<file path="config.mk">
export PLATFORM = sky130hd
export DESIGN_NAME = load_store_unit
export DESIGN_NICKNAME = d
export VERILOG_FILES = /design/src/rtl/load_store_unit.sv
export SDC_FILE = /design/constraint.sdc
export NUM_CORES = 1
export LEC_CHECK = 0
export CORE_MARGIN = 2
export CORE_UTILIZATION = 40
export CTS_BUF_LIST = sky130_fd_sc_hd__clkbuf_8
export DETAILED_ROUTE_END_ITERATION = 10
export PLACE_DENSITY = 0.72
export SLEW_MARGIN = 30
export SYNTH_ARGS = -nofsm -noshare
export SYNTH_HDL_FRONTEND = slang
export SYNTH_SLANG_ARGS = --single-unit
</file>
<file path="constraint.sdc">
create_clock -name clk -period 2.1 [get_ports clk]
set_input_delay 0.42 -clock clk [delete_from_list [all_inputs] [get_ports clk]]
set_output_delay 0.42 -clock clk [all_outputs]
set_load 0.05 [all_outputs]
</file>
<file path="src/rtl/load_store_unit.sv">
// Load/store unit: turns execute-stage byte/half/word requests into cycles on a
// word-addressed, async-read data memory, with read-modify-write for sub-word stores.
module load_store_unit #(
    parameter int MEM_WORDS = 4096
) (
    input  logic        clk,
    input  logic        reset,
    input  logic        req_valid,
    output logic        req_ready,
    input  logic        req_write,
    input  logic [1:0]  req_size,
    input  logic        req_unsigned,
    input  logic [31:0] req_addr,
    input  logic [31:0] req_wdata,
    output logic        resp_valid,
    output logic [31:0] resp_rdata,
    output logic        resp_error,
    output logic [31:0] mem_addr,
    output logic [31:0] mem_write_data,
    output logic        mem_write_enable,
    input  logic [31:0] mem_read_data
);

    localparam logic [31:0] MEM_LIMIT = 32'(MEM_WORDS);
    localparam logic [1:0]  SZ_BYTE   = 2'b00;
    localparam logic [1:0]  SZ_HALF   = 2'b01;
    localparam logic [1:0]  SZ_WORD   = 2'b10;

    typedef enum logic [2:0] {
        IDLE,
        LOAD,
        RMW_READ,
        STORE,
        RESP
    } state_t;

    state_t      state;
    state_t      state_next;
    logic [31:0] addr_q;
    logic [1:0]  size_q;
    logic        unsigned_q;
    logic [31:0] wdata_q;
    logic [31:0] merge_q;
    logic        err_q;
    logic        accept;
    logic        req_err;
    logic [7:0]  lane_b;
    logic [15:0] lane_h;
    logic [31:0] load_val;
    logic [31:0] merge_val;

    assign accept = req_valid && req_ready;

    assign req_err = (req_size == 2'b11)
                   || ((req_size == SZ_HALF) && req_addr[0])
                   || ((req_size == SZ_WORD) && (req_addr[1:0] != 2'b00))
                   || ({2'b00, req_addr[31:2]} >= MEM_LIMIT);

    always_ff @(posedge clk) begin
        if (reset) begin
            state <= IDLE;
        end else begin
            state <= state_next;
        end
    end

    always_comb begin
        state_next = state;
        req_ready  = 1'b0;
        unique case (state)
            IDLE: begin
                req_ready = 1'b1;
                if (req_valid) begin
                    if (req_err) begin
                        state_next = RESP;
                    end else if (!req_write) begin
                        state_next = LOAD;
                    end else if (req_size == SZ_WORD) begin
                        state_next = STORE;
                    end else begin
                        state_next = RMW_READ;
                    end
                end
            end
            LOAD:     state_next = RESP;
            RMW_READ: state_next = STORE;
            STORE:    state_next = RESP;
            RESP:     state_next = IDLE;
            default:  state_next = IDLE;
        endcase
    end

    // Lane extraction and sub-word merge both work on the async read word.
    always_comb begin
        lane_b    = mem_read_data[8*addr_q[1:0] +: 8];
        lane_h    = addr_q[1] ? mem_read_data[31:16] : mem_read_data[15:0];
        load_val  = mem_read_data;
        merge_val = mem_read_data;
        unique case (size_q)
            SZ_BYTE: load_val = {{24{~unsigned_q & lane_b[7]}}, lane_b};
            SZ_HALF: load_val = {{16{~unsigned_q & lane_h[15]}}, lane_h};
            default: load_val = mem_read_data;
        endcase
        if (size_q == SZ_BYTE) begin
            merge_val[8*addr_q[1:0] +: 8] = wdata_q[7:0];
        end else if (addr_q[1]) begin
            merge_val[31:16] = wdata_q[15:0];
        end else begin
            merge_val[15:0] = wdata_q[15:0];
        end
    end

    always_ff @(posedge clk) begin
        if (reset) begin
            addr_q     <= '0;
            size_q     <= '0;
            unsigned_q <= 1'b0;
            wdata_q    <= '0;
            merge_q    <= '0;
            err_q      <= 1'b0;
            resp_rdata <= '0;
        end else begin
            unique case (state)
                IDLE: begin
                    if (accept) begin
                        addr_q     <= req_addr;
                        size_q     <= req_size;
                        unsigned_q <= req_unsigned;
                        wdata_q    <= req_wdata;
                        err_q      <= req_err;
                        if (req_err) begin
                            resp_rdata <= '0;
                        end
                    end
                end
                LOAD:     resp_rdata <= load_val;
                RMW_READ: merge_q    <= merge_val;
                STORE:    resp_rdata <= '0;
                default: ;
            endcase
        end
    end

    assign resp_valid       = (state == RESP);
    assign resp_error       = resp_valid && err_q;
    assign mem_addr         = {addr_q[31:2], 2'b00};
    assign mem_write_data   = (size_q == SZ_WORD) ? wdata_q : merge_q;
    assign mem_write_enable = (state == STORE) && !reset;

endmodule
</file>
==> results of run 1 <==
==> critical path, cell delays in order (launching register included) <==
cell and delay, ns:
dfxtp_4 0.35, nand2b_4 0.17, buf_6 0.15, buf_12 0.13, mux2_4 0.33, buf_12 0.15
==> placed cells by master (no fill, tap or decap), types with 5 or more instances in the layout <==
| cell type | instances |
|---|---|
| nand2_1 | 160 |
| clkdlybuf4s50_1 | 149 |
| dfxtp_1 | 133 |
| a21oi_1 | 79 |
| buf_12 | 42 |
| nor2_1 | 40 |
| mux2_4 | 32 |
| a221oi_1 | 32 |
| buf_4 | 31 |
| o21ai_0 | 27 |
| o2bb2ai_1 | 23 |
| clkbuf_8 | 20 |
| nor3_1 | 18 |
| a211oi_1 | 17 |
| dlymetal6s2s_1 | 14 |
| mux2_2 | 9 |
| o22ai_1 | 8 |
| a21boi_0 | 7 |
| o221ai_1 | 7 |
| bufinv_16 | 7 |
| a21o_1 | 6 |
| ha_1 | 5 |
==> repair_timing <==
action / in CTS / in global routing
pin swaps: 0 / 7
cloned: 4 / 3
hold endpoints to repair: 0 / 0
buffers inserted: 5 / 1
resized for setup: 36 / 25
setup endpoints to repair: 32 / 78
==> worst max-delay path by stage <==
stage	from	end
finish	size_q[0]$_SDFFE_PP0P_	mem_write_data[6]
global route	size_q[0]$_SDFFE_PP0P_	mem_write_data[5]
CTS	size_q[0]$_SDFFE_PP0P_	mem_write_data[5]
detailed placement	req_addr[28]	resp_rdata[21]$_SDFFE_PP0P_
global placement	req_addr[31]	resp_rdata[28]$_SDFFE_PP0P_
floorplan	state[2]$_SDFFE_PP0P_	resp_error
==> per-stage QoR <==
step | TNS (ns) | utilization | setup slack [ns] | instance area, um2 | power (mW)
detailed placement | -12.96 | 0.5724 | -0.4117 | 8733 | 3.855
global placement | -12.86 | 0.5724 | -0.4000 | 8733 | 3.842
floorplan | 0 | - | 0.03826 | 6276 | 3.369
CTS | -1.905 | 0.6238 | -0.06896 | 9518 | 6.685
finish | -1.052 | 0.6326 | -0.05435 | 9652 | 6.693
global route | -2.038 | 0.6324 | -0.09321 | 9649 | 6.930
==> cell type report <==
| type | count | area [um2] | share of cell area |
|---|---|---|---|
| Tap cell | 211 | 264.0 | 0.02735 |
| Multi-Input combinational cell | 514 | 3234 | 0.3351 |
| Clock inverter | 12 | 244.0 | 0.02528 |
| Clock buffer | 20 | 275.3 | 0.02852 |
| Inverter | 4 | 15.01 | 0.001556 |
| Timing Repair Buffer | 244 | 2907 | 0.3011 |
| Antenna cell | 1 | 2.502 | 0.0002593 |
| Sequential cell | 135 | 2710 | 0.2808 |
==> registers in the layout, summed over array words and instances, names as in the netlist <==
signal	cells
wdata_q	32
size_q	2
err_q	1
state	3
resp_rdata	32
unsigned_q	1
addr_q	32
merge_q	32
==> cell families after synthesis <==
logic type,synth area share
flip-flops,0.4319
AND/OR/NAND/NOR,0.1716
AO/OA/AOI/OAI,0.2326
other,0.0005993
buffers and inverters,0.07798
multiplexers,0.07538
adder cells (fa/ha/maj),0.009998
==> power groups by stage <==
| stage | clock network, mW | registers (mW) | logic [mW] |
|---|---|---|---|
| floorplan | 0 | 2.74 | 0.624 |
| global placement | 0 | 2.76 | 1.08 |
| detailed placement | 0 | 2.77 | 1.09 |
| CTS | 2.83 | 2.71 | 1.15 |
| global route | 2.96 | 2.72 | 1.25 |
| finish | 2.80 | 2.71 | 1.19 |
==> metal layers <==
metal	part of all wire	up-vias	global-route usage
li1	-	2944	-
met1	0.44	2945	0.3491
met2	0.45	292	0.3685
met3	0.080	37	0.05656
met4	0.022	2	0.09527
met5	0.00061	-	0
==> summary.md, run 1 <==
| Metric | Value |
|---|---|
| Logic pwr share | 0.177 |
| Routed len/inst | 18.53 um |
| Top post-synthesis cells by area | dfxtp_1, nand2_1, mux2_2 |
| Ys Warns | 0 |
| Vias in the first global route | 5,764 |
| Avg Vias per Cell | 5.451 |
| Ys flop type | dfxtp_1 |
| Cell taking the most area after synthesis | dfxtp_1 |
| Starting Density | 0.4101 |
| Port Buffers | 200 |
| Clk pwr share | 0.418 |
| Post-layout min period | 2.154 ns |
| Failing checks | setup timing |
| Final ANT Viol Nets | 0 |
| Worst hold endpoint | addr_q[20]$_SDFFE_PP0P_ |
| RR Endpoint | merge_q[16]$_SDFFE_PP0P_ |
| Seq/Total Area, Yosys | 0.4319 |
| Placed cells | 1,097 |
| TritonRoute pass-1 iters | 6 |
| RSZ-0062 raised after global routing | yes |
| Net Sw Frac | 0.2652 |
| Sw Pwr | 1.775 mW |
| Die H | 129.1 um |
| Post-Layout Cell Count | 1,141 |
| Skew final | 0.009091 ns |
| Yosys top cell area share | 0.4319 |
| Proportion of layout cells with a drive suffix above 1 | 0.1938 |
| Area delta synth->final | 54.25% |
| Int Pwr | 4.918 mW |
| FMAX | 464.2 MHz |
| DRC | 0 |
| Vias post-DR | 6,220 |
| Clock Latency Late Sink | 0.45 ns |
| Hold path depth | 3 |
| Post-CTS Hold Buffers | 0 |
| Final setup viols | 24 |
| HP Start | req_addr[20] |
| Most frequent cell after synthesis | nand2_1 |
| Final hold violation count | 0 |
| Seq cells post-synth | 135 |
| Final worst slack | -0.05435 ns |
| TritonCTS buffer count | 17 |
| Hpwl dp | 14.28 mm |
| Placement row count | 45 |
| Synth top cells by count | nand2_1, dfxtp_1, a21oi_1 |
| Pin count of the biggest net entering global routing | 42 |
| Clk buf depth | 2 |
| R2R setup slack | 0.13 ns |
| Critical setup path kind | flip-flop to output port |
| Initial antenna violation count | 1 |
| CP startpoint kind | flip-flop |
| I/O pins | 203 |
| Worst-path clk slew | 0.07 ns |
| CTS H-tree depth | 4 |
| Critical Path RT | 1.68 ns |
| Async set-reset flop share out of synthesis | 0 |
| Placeable Area | 15,260 um2 |
| Launching point of the worst reg2reg path | addr_q[0]$_SDFFE_PP0P_ |
| Global-route wire length before repair | 31.74 mm |
| Final period utilization | 1.026 |
| Final hold slack | 0.2646 ns |
| Critical path arrival | 1.73 ns |
| Endpoint type of the worst setup path | output port |
| Synth unique cells | 47 |
| Worst-Margin Slew | 0.7380 ns |
| R2R cell count | 6 |
| Die extent in x | 129.1 um |
| Sequential share of power | 0.405 |
| TritonCTS clock tree | yes |
| Pwr dens | 693.5 nW/um2 |
| DR iter-0 viols | 458 |
| Total GRT Usage | 0.2474 |
| Worst Path Max Fanout | 5 |
| Post-synth EDFFs | 0 |
| Max Cap Viol | 0 |
| CTS Sinks | 135 |
| DRT Wirelength | 21.15 mm |
| Layout fillers | 1,247 |
| Leakage | 3.800 nW |
| Final Max Tran Viols | 0 |
| Max_slew headroom | 0.5080 |
| Nets | 1,024 |
| Total gr overflow | 0 |
| Root buf cell | clkbuf_8 |
| VDD IR max | 359.0 uV |
| Status | finished, violations left |
| Min-Delay Path Class | input pin to flip-flop |
| Cells after synthesis | 737 |
| Final Wtd Congestion | 0.8639 |
| Syn Area/Cell | 8.490 um2 |
| Post-synthesis cell area | 6257 um2 |
| Die area | 16,660 um2 |
(Power assumes the default switching activity.)
==> run 2: changes to the inputs <==
--- a/config.mk
+++ b/config.mk
@@ -6,10 +6,11 @@
 export NUM_CORES = 1
 export LEC_CHECK = 0
 export CORE_MARGIN = 2
-export CORE_UTILIZATION = 40
+export CORE_UTILIZATION = 48
 export CTS_BUF_LIST = sky130_fd_sc_hd__clkbuf_8
 export DETAILED_ROUTE_END_ITERATION = 10
-export PLACE_DENSITY = 0.72
+export MAX_ROUTING_LAYER = met4
+export PLACE_DENSITY = 0.84
 export SLEW_MARGIN = 30
 export SYNTH_ARGS = -nofsm -noshare
 export SYNTH_HDL_FRONTEND = slang
==> run 2 against run 1 <==
Effect of this change: the flow still finishes with violations (setup timing); sequential cell count stayed put; setup slack worse by 0.023 ns; clock skew up 0.00064 ns; non-clock buffer count shrank 6; combinational power hardly changed; hold slack better by 0.011 ns; final area is 0.73% lower; utilization rose by 12 points; cell count is 4.0% lower; die area shrank 16%; highest routed layer is now met4.
==> summary.md, run 2 (synthesis gave the netlist of run 1 again) <==
| Metric | Value |
|---|---|
| Final ANT Viol Nets | 0 (unchanged) |
| Worst-path clk slew | 0.07 ns (about the same) |
| Worst-path cell chain | nand2b_4 > buf_12 > buf_16 > mux2_4 > buf_12 (was nand2b_4 > buf_6 > buf_12 > mux2_4 > buf_12) |
| Placeable Area | 12,670 um2 (was 15,260 um2) |
| Commonest non-fill, non-tap cells in the layout | nand2_1, clkdlybuf4s50_1, dfxtp_1, a21oi_1, buf_12 (unchanged) |
| Skew final | 0.009734 ns (was 0.009091 ns) |
| Pin count of the biggest net entering global routing | 52 (was 42) |
| Avg Vias per Cell | 5.813 (was 5.451) |
| Status | finished, violations left (unchanged) |
| Port Buffers | 200 (unchanged) |
| Final period utilization | 1.037 (was 1.026) |
| Min-Delay Path Class | input pin to flip-flop (unchanged) |
| Post-layout min period | 2.178 ns (was 2.154 ns) |
| Slowest CP cell | dfxtp_4 (unchanged) |
| Hpwl dp | 14.03 mm (was 14.28 mm) |
| CP max stage delay | 0.35 ns (about the same) |
| Endpoint type of the worst setup path | output port (unchanged) |
| TritonRoute pass-1 iters | 5 (was 6) |
| Root buf cell | clkbuf_8 (unchanged) |
| Final Cell Area | 9582 um2 (was 9652 um2) |
| Total GRT Usage | 0.3015 (was 0.2474) |
| Sequential share of power | 0.394 (was 0.405) |
| Final Max Tran Viols | 0 (unchanged) |
| Leakage | 3.734 nW (was 3.800 nW) |
| R2R cell count | 6 (unchanged) |
| Critical path arrival | 1.76 ns (was 1.73 ns) |
| Worst hold endpoint | addr_q[27]$_SDFFE_PP0P_ (was addr_q[20]$_SDFFE_PP0P_) |
| CP delay by family, top | buffers and inverters (unchanged) |
| Area delta synth->final | 53.13% (was 54.25%) |
| Net Sw Frac | 0.2541 (was 0.2652) |
| FMAX | 459.2 MHz (was 464.2 MHz) |
| Vias post-DR | 6,365 (was 6,220) |
| Final Wtd Congestion | 0.9152 (was 0.8639) |
| R2R setup slack | 0.13 ns (about the same) |
| Critical setup path kind | flip-flop to output port (unchanged) |
| Layout fillers | 838 (was 1,247) |
| Final setup viols | 15 (was 24) |
| Sw Pwr | 1.751 mW (was 1.775 mW) |
| Placement row count | 41 (was 45) |
| CP startpoint kind | flip-flop (unchanged) |
| CTS Sinks | 135 (unchanged) |
| Final worst slack | -0.07784 ns (was -0.05435 ns) |
| Max_slew headroom | 0.5475 (was 0.5080) |
| Max Cap Viol | 0 (unchanged) |
| Critical Path RT | 1.68 ns (about the same) |
| Clk buf depth | 2 (unchanged) |
| Global-route wire length before repair | 32.53 mm (was 31.74 mm) |
| Worst-Margin Slew | 0.6787 ns (was 0.7380 ns) |
| Routed len/inst | 19.42 um (was 18.53 um) |
| I/O pins | 203 (unchanged) |
| Proportion of layout cells with a drive suffix above 1 | 0.1896 (was 0.1938) |
| Final hold violation count | 0 (unchanged) |
| Most common cell after layout, fill and taps aside | nand2_1 (unchanged) |
| Vias in the first global route | 6,053 (was 5,764) |
| Pwr dens | 719.4 nW/um2 (was 693.5 nW/um2) |
| RSZ-0062 raised after global routing | yes (unchanged) |
| Launching point of the worst reg2reg path | addr_q[0]$_SDFFE_PP0P_ (unchanged) |
| TritonCTS buffer count | 17 (unchanged) |
| Clock Latency Late Sink | 0.45 ns (about the same) |
| TritonCTS clock tree | yes (unchanged) |
| VDD IR max | 362.1 uV (was 359.0 uV) |
| Logic pwr share | 0.169 (was 0.177) |
| Hold path depth | 3 (unchanged) |
| Initial antenna violation count | 0 (was 1) |
| Final hold slack | 0.2754 ns (was 0.2646 ns) |
| DR iter-0 viols | 690 (was 458) |
| Post-DP Area | 8662 um2 (was 8733 um2) |
| Die extent in x | 118.2 um (was 129.1 um) |
| Starting Density | 0.4938 (was 0.4101) |
| Total gr overflow | 0 (unchanged) |
| Worst Path Max Fanout | 8 (was 5) |
| Clk pwr share | 0.437 (was 0.418) |
| RR Endpoint | merge_q[21]$_SDFFE_PP0P_ (was merge_q[16]$_SDFFE_PP0P_) |
| Antenna cells | 0 (was 1) |
| Post-CTS Hold Buffers | 0 (unchanged) |
| Nets | 1,018 (was 1,024) |
| DRT Wirelength | 21.27 mm (was 21.15 mm) |
| Setup TNS | -1.010 ns (was -1.052 ns) |
| CP bufs+invs | 3 (unchanged) |
| Die H | 118.2 um (was 129.1 um) |
| Die area | 13,970 um2 (was 16,660 um2) |
| CP most frequent cell | buf_12 (unchanged) |
| DRC | 0 (unchanged) |
| CTS H-tree depth | 4 (unchanged) |
| HP Start | req_addr[27] (was req_addr[20]) |
| Int Pwr | 5.141 mW (was 4.918 mW) |
| Failing checks | setup timing (unchanged) |
[run 2: cell count changes in the layout (fill, tap and decap cells not counted), sizes merged]
cell	change
clkinvlp	-1
buf	-6
bufinv	+2
clkinv	-1
diode	-1
[run 2: per-layer routing]
layer	share of wire	vias to the layer above	track usage
li1	-	2935	-
met1	0.42	3024	0.3971
met2	0.47	352	0.4574
met3	0.086	54	0.06322
met4	0.028	0	0.1107
met5	0	-	-
[run 2: per-stage QoR]
stage          setup WS, ns  utilization  cells  power, mW
6_report           -0.07784       0.7562   1095      6.893
5_1_grt             -0.1011       0.7562   1095      7.080
4_1_cts            -0.07382       0.7448   1093      6.862
3_5_place_dp        -0.4512       0.6836   1055      3.839
3_3_place_gp        -0.3852       0.6836   1055      3.824
2_1_floorplan       0.03826            -    738      3.369
[run 2: worst max-delay path by stage]
stage / depth (start not counted) / endpoint / startpoint
2_1_floorplan: 2 / resp_error / state[2]$_SDFFE_PP0P_
3_3_place_gp: 7 / resp_rdata[9]$_SDFFE_PP0P_ / req_addr[15]
3_5_place_dp: 7 / resp_rdata[31]$_SDFFE_PP0P_ / req_addr[14]
4_1_cts: 5 / mem_write_data[2] / size_q[0]$_SDFFE_PP0P_
5_1_grt: 5 / mem_write_data[2] / size_q[0]$_SDFFE_PP0P_
6_report: 5 / mem_write_data[2] / size_q[0]$_SDFFE_PP0P_
[run 2: power by group through the flow]
stage                     combinational, mW  sequential [mW]  clock (mW)
after floorplan                       0.624             2.74           0
after global placement                 1.06             2.76           0
after detailed placement               1.07             2.77           0
after CTS                              1.13             2.71        3.03
after global routing                   1.23             2.72        3.13
final                                  1.17             2.71        3.01
[run 2: what timing repair did]
action / in CTS / in global routing
gates resized for setup: 26 / 33
cloned: 3 / 3
pin swaps: 0 / 7
setup buffers: 3 / 0
endpoints found under the setup margin: 32 / 78
[run 2: layout make-up]
class                      count  area, um2  share of cell area
clock inverter                12      291.5             0.03043
multi-input combinational    514       3239              0.3381
timing repair buffer         238       2834              0.2958
inverter                       4      15.01            0.001567
sequential                   135       2711              0.2830
clock buffer                  20      275.3             0.02873
tap                          172      215.2             0.02246
[run 2: tightest hold or removal path: stages]
cell and delay (ns):
dlymetal6s2s_1 0.14, nand2_1 0.06, a21oi_1 0.05
==> run 3: changes to the inputs <==
--- a/config.mk
+++ b/config.mk
@@ -5,7 +5,6 @@
 export SDC_FILE = /design/constraint.sdc
 export NUM_CORES = 1
 export LEC_CHECK = 0
-export CORE_MARGIN = 2
 export CORE_UTILIZATION = 48
 export CTS_BUF_LIST = sky130_fd_sc_hd__clkbuf_8
 export DETAILED_ROUTE_END_ITERATION = 10
==> run 3 against run 2 <==
Effect of this change: the flow still finishes with violations (setup timing); largest cell class unchanged; critical endpoint is now mem_write_data[20]; critical path depth is the same; clock-buffer cell count grew 1; cell count shrank 0.18%; clock skew grew 0.0014 ns; setup slack gained 0.054 ns; sequential power is essentially flat; register-to-register slack lost 0.06 ns; first-iteration DRC count shrank 3.5%; largest power group is now sequential cells; routed wire length shrank 1.9%; die area shrank 3.4%; power shrank 6.5%.
==> summary.md, run 3 (synthesis gave the netlist of run 1 again) <==
| Metric | Value |
|---|---|
| Port Buffers | 200 (unchanged) |
| Clk pwr share | 0.399 (was 0.437) |
| Pwr dens | 682.3 nW/um2 (was 719.4 nW/um2) |
| Final hold slack | 0.2807 ns (was 0.2754 ns) |
| Final ANT Viol Nets | 0 (unchanged) |
| CP startpoint kind | flip-flop (unchanged) |
| Worst Path Max Fanout | 8 (unchanged) |
| Worst-Margin Slew | 0.6031 ns (was 0.6787 ns) |
| Total GRT Usage | 0.3128 (was 0.3015) |
| Global-route wire length before repair | 31.12 mm (was 32.53 mm) |
| Final hold violation count | 0 (unchanged) |
| Post-CTS Hold Buffers | 0 (unchanged) |
| Sw Pwr | 1.759 mW (was 1.751 mW) |
| DRC | 0 (unchanged) |
| Int Pwr | 4.686 mW (was 5.141 mW) |
| Final setup viols | 15 (unchanged) |
| Worst-path clk slew | 0.07 ns (about the same) |
| Clock Latency Late Sink | 0.44 ns (was 0.45 ns) |
| DRT Wirelength | 20.87 mm (was 21.27 mm) |
| Min-Delay Path Class | input pin to flip-flop (unchanged) |
| Die H | 116.2 um (was 118.2 um) |
| Final worst slack | -0.02350 ns (was -0.07784 ns) |
| Leakage | 3.640 nW (was 3.734 nW) |
| Pin count of the biggest net entering global routing | 88 (was 52) |
| Failing checks | setup timing (unchanged) |
| DR iter-0 viols | 666 (was 690) |
| Logic pwr share | 0.180 (was 0.169) |
| I/O pins | 203 (unchanged) |
| Setup TNS | -0.2323 ns (was -1.010 ns) |
| Area delta synth->final | 50.95% (was 53.13%) |
| TritonCTS buffer count | 17 (unchanged) |
| Vias post-DR | 6,316 (was 6,365) |
| Avg Vias per Cell | 5.779 (was 5.813) |
| FMAX | 470.9 MHz (was 459.2 MHz) |
| Critical setup path kind | flip-flop to output port (unchanged) |
| Max Cap Viol | 0 (unchanged) |
| Placeable Area | 12,670 um2 (unchanged) |
| Dpl ws | -0.4084 ns (was -0.4512 ns) |
| CTS H-tree depth | 4 (unchanged) |
| Clk buf depth | 2 (unchanged) |
| Nets | 1,016 (was 1,018) |
| Root buf cell | clkbuf_8 (unchanged) |
| Max_slew headroom | 0.5952 (was 0.5475) |
| Antenna cells | 0 (unchanged) |
| VDD IR max | 430.1 uV (was 362.1 uV) |
| Placement row count | 41 (unchanged) |
| Routed len/inst | 19.09 um (was 19.42 um) |
| Final Max Tran Viols | 0 (unchanged) |
| RSZ-0062 raised after global routing | yes (unchanged) |
| Total gr overflow | 0 (unchanged) |
| TritonRoute pass-1 iters | 10 (was 5) |
| Critical path arrival | 1.70 ns (was 1.76 ns) |
| Net Sw Frac | 0.2729 (was 0.2541) |
| Sequential share of power | 0.421 (was 0.394) |
| Starting Density | 0.4938 (unchanged) |
| Die area | 13,500 um2 (was 13,970 um2) |
| Post-layout min period | 2.123 ns (was 2.178 ns) |
| Final Wtd Congestion | 0.9158 (was 0.9152) |
| CTS Sinks | 135 (unchanged) |
| Commonest non-fill, non-tap cells in the layout | nand2_1, clkdlybuf4s50_1, dfxtp_1, a21oi_1, nor2_1 (was nand2_1, clkdlybuf4s50_1, dfxtp_1, a21oi_1, buf_12) |
| Endpoint type of the worst setup path | output port (unchanged) |
| Skew final | 0.01113 ns (was 0.009734 ns) |
| Initial antenna violation count | 0 (unchanged) |
| Status | finished, violations left (unchanged) |
| Vias in the first global route | 5,889 (was 6,053) |
| Hpwl dp | 13.63 mm (was 14.03 mm) |
| TritonCTS clock tree | yes (unchanged) |
| Critical Path RT | 1.68 ns (about the same) |
| Die extent in x | 116.2 um (was 118.2 um) |
| Final period utilization | 1.011 (was 1.037) |
| Most common cell after layout, fill and taps aside | nand2_1 (unchanged) |
| Proportion of layout cells with a drive suffix above 1 | 0.1889 (was 0.1896) |
## run 3: changes by cell type in the layout (fill, tap and decap cells not counted), sizes merged
cell	change
clkinvlp	+1
clkbuf	+1
bufinv	-4
buf	-2
clkinv	+2
clkdlybuf4s50	+4
dlymetal6s2s	-4
## run 3: final cells by class
class	instances	area (um2)
multi-input combinational	514	3244
fill	862	3226
timing repair buffer	236	2779
sequential	135	2710
clock buffer	21	289.0
tap	172	215.2
clock inverter	11	192.7
inverter	4	15.01
## run 3: final timing paths
path | to | slack [ns] | startpoint | depth (start not counted)
max reg2reg | merge_q[19]$_SDFFE_PP0P_ | 0.07 | addr_q[1]$_SDFFE_PP0P_ | 6
max | mem_write_data[20] | -0.02 | size_q[0]$_SDFFE_PP0P_ | 5
min | addr_q[22]$_SDFFE_PP0P_ | 0.28 | req_addr[22] | 3
min reg2reg | addr_q[23]$_SDFFE_PP0P_ | 0.46 | addr_q[23]$_SDFFE_PP0P_ | 2
## run 3: what timing repair did
action,in CTS,in global routing
setup endpoints to repair,32,75
buffers inserted,6,0
cloned,3,3
pin swaps,0,7
resized for setup,43,15
## run 3: power by group through the flow
stage | combinational (mW) | sequential (mW) | clock [mW]
2_1_floorplan | 0.624 | 2.74 | 0
3_3_place_gp | 1.05 | 2.76 | 0
3_5_place_dp | 1.06 | 2.77 | 0
4_1_cts | 1.13 | 2.71 | 2.58
5_1_grt | 1.22 | 2.72 | 2.70
6_report | 1.16 | 2.71 | 2.57
## run 3: critical path, cell delays in order (launching register included)
cell and delay, ns:
dfxtp_4 0.34, nand2b_4 0.17, buf_12 0.14, buf_16 0.15, mux2_4 0.32, buf_12 0.15
## run 3: routing by layer
metal  wire length [um]  GRT usage  share of wire
met4                675     0.1154          0.032
met2               9679     0.4849           0.46
met5                  0          -              0
met3               1890    0.07836          0.091
met1               8621     0.3941           0.41
## run 3: through the flow
stage	total power, mW	cell area, um2	instances	utilization
floorplan	3.369	6276	738	-
global placement	3.813	8627	1052	0.6809
detailed placement	3.831	8627	1052	0.6809
CTS	6.415	9384	1092	0.7406
global route	6.646	9445	1093	0.7454
finish	6.444	9445	1093	0.7454
==> variant (settings of run 2) <==
The 5 states of `state_t` get a one-hot encoding in 5 bits.
--- a/src/rtl/load_store_unit.sv
+++ b/src/rtl/load_store_unit.sv
@@ -27,10 +27,10 @@
     localparam logic [1:0]  SZ_WORD   = 2'b10;
 
-    typedef enum logic [2:0] {
-        IDLE,
-        LOAD,
-        RMW_READ,
-        STORE,
-        RESP
+    typedef enum logic [4:0] {
+        IDLE     = 5'b00001,
+        LOAD     = 5'b00010,
+        RMW_READ = 5'b00100,
+        STORE    = 5'b01000,
+        RESP     = 5'b10000
     } state_t;
 
Function: same outputs for any inputs over 4 cycles, from zero or initial values and one cycle with reset high; so few cycles prove little.
==> variant against run 2 <==
The flow still finishes with violations (negative setup slack); global-route usage down 0.51 points; power up 1.2%; sequential cell count up 2; area after synthesis up 5.8%; critical path depth unchanged; setup slack better by 0.047 ns; sequential share of layout area up 0.32 points; routed wire length down 1.2%; combinational power up 41%; highest routed layer unchanged; largest cell class unchanged; hold slack better by 0.022 ns; design area up 0.33%.
==> variant: results (changes against run 2) <==
slowest_stage: "dfxtp_2"
multiInputGateArea_sq_mm: 0.003486  # +7.6%
setup_ws_ns: -0.03051  # +0.04733 ns
setup_viol: 17  # +2
cpPeakStageDelay_ns: 0.32  # -0.03 ns
synth-xor-area-share_pct: 0.1323  # +0.13 points
startpoint: "size_q[0]$_SDFFE_PP0P_"
outcome: "finished with violations"
track_usage_pct: 29.64  # -0.51 points
synth-compound-area-share_pct: 21.33  # -1.9 points
fin_setup_tns_ns: -0.4233  # +0.5869 ns
synthFlopType: "dfxtp_1"
final_layout_size_suffix_gt1_share_pct: 17.96  # -1.0 points
synthTopCellsByCount: "nand2_1 (141), dfxtp_1 (137), a21oi_1 (109)"
antenna_found_initial: 2  # +2
drtIter0Drc: 556  # -19%
grt_first_pass_wirelength_um: 32890  # +1.1%
p_switching_mw: 2.050  # +17%
violations: "negative setup slack"
hold_depth: 2  # -1
pwr-share-comb_pct: 23.6  # +6.7 points
ys_seq_area_share_pct: 41.42  # -1.8 points
fillers: 977  # +17%
ir_drop_mv: 0.6911  # +91%
clock_skew_ns: 0.008015  # -0.001718 ns
avgSynthCellArea_sq_um: 8.446  # -0.52%
p_leak_nw: 3.785  # +1.4%
num_vias: 6557  # +3.0%
hpwl_um: 14270  # +1.8%
yosys-mux-area-fraction_pct: 9.524  # +2.0 points
arrival_ns: 1.71  # -0.05 ns
ff2ff_path_depth: 5  # -1
wl_um: 21020  # -1.2%
grt_pass1_vias: 6191  # +2.3%
dp_slack_ns: -0.3487  # +0.1025 ns
grt_max_degree: 88  # +69%
min-delay-start: "reset"
synthAdderAreaFrac_pct: 0.9448  # -0.055 points
r2r_start: "state[0]$_SDFFE_PP1P_"
fin_cells: 1147  # +4.7%
p_int_mw: 4.928  # -4.1%
ys_warn_count: 0  # unchanged
synthDistinctLibCells: 49  # +4.3%
async_flop_share_pct: 0  # unchanged
synth_area_leaders: "dfxtp_1 (41%), a21oi_1 (8.2%), nand2_1 (8.0%), mux2_2 (6.8%), a221oi_1 (4.2%)"
## variant: worst paths after layout
kind / endpoint / slack (ns)
worst min-delay path: wdata_q[2]$_SDFFE_PP0P_ / 0.30
worst max-delay path: mem_write_data[23] / -0.03
worst min register to register: wdata_q[27]$_SDFFE_PP0P_ / 0.45
worst max register to register: merge_q[9]$_SDFFE_PP0P_ / 0.03
## variant: kinds of logic (layout without fill, tap and decap cells)
kind of cell | after synthesis | in the layout
AO/OA/AOI/OAI | 215 | 215
AND/OR/NAND/NOR | 268 | 268
flip-flops | 137 | 137
other | 1 | 4
XOR/XNOR | 1 | 1
buffers and inverters | 99 | 283
multiplexers | 58 | 58
adder cells (fa/ha/maj) | 5 | 5
## variant: layer usage
metal,GRT usage (%),vias up,share of wire [%]
met4,10.99,0,3.6
met3,9.023,62,10
met5,-,-,0
met1,36.57,3048,41
li1,-,3090,-
met2,45.89,357,45
## variant: timing repair
action                     4_1_cts  5_1_grt
setup endpoints to repair       33       66
gates resized for setup         76       21
pin swaps                        1        2
setup buffers                    4        3
hold buffers                     0        0
gates cloned                     3        0
## variant: final cells by class
class / instances / area share [%]
clock inverters: 12 / 2.043
inverters: 6 / 0.2343
repair buffers: 245 / 27.63
clock buffers: 20 / 2.863
diodes: 2 / 0.05206
flip-flops and latches: 137 / 28.62
multi-input cells: 549 / 36.26
well taps: 176 / 2.291
## variant: worst max-delay path, delay by kind of cell (launching register included)
family	cells	cell delay [ns]
multiplexers	1	0.31
flip-flops	1	0.32
AND/OR/NAND/NOR	1	0.17
buffers and inverters	3	0.45
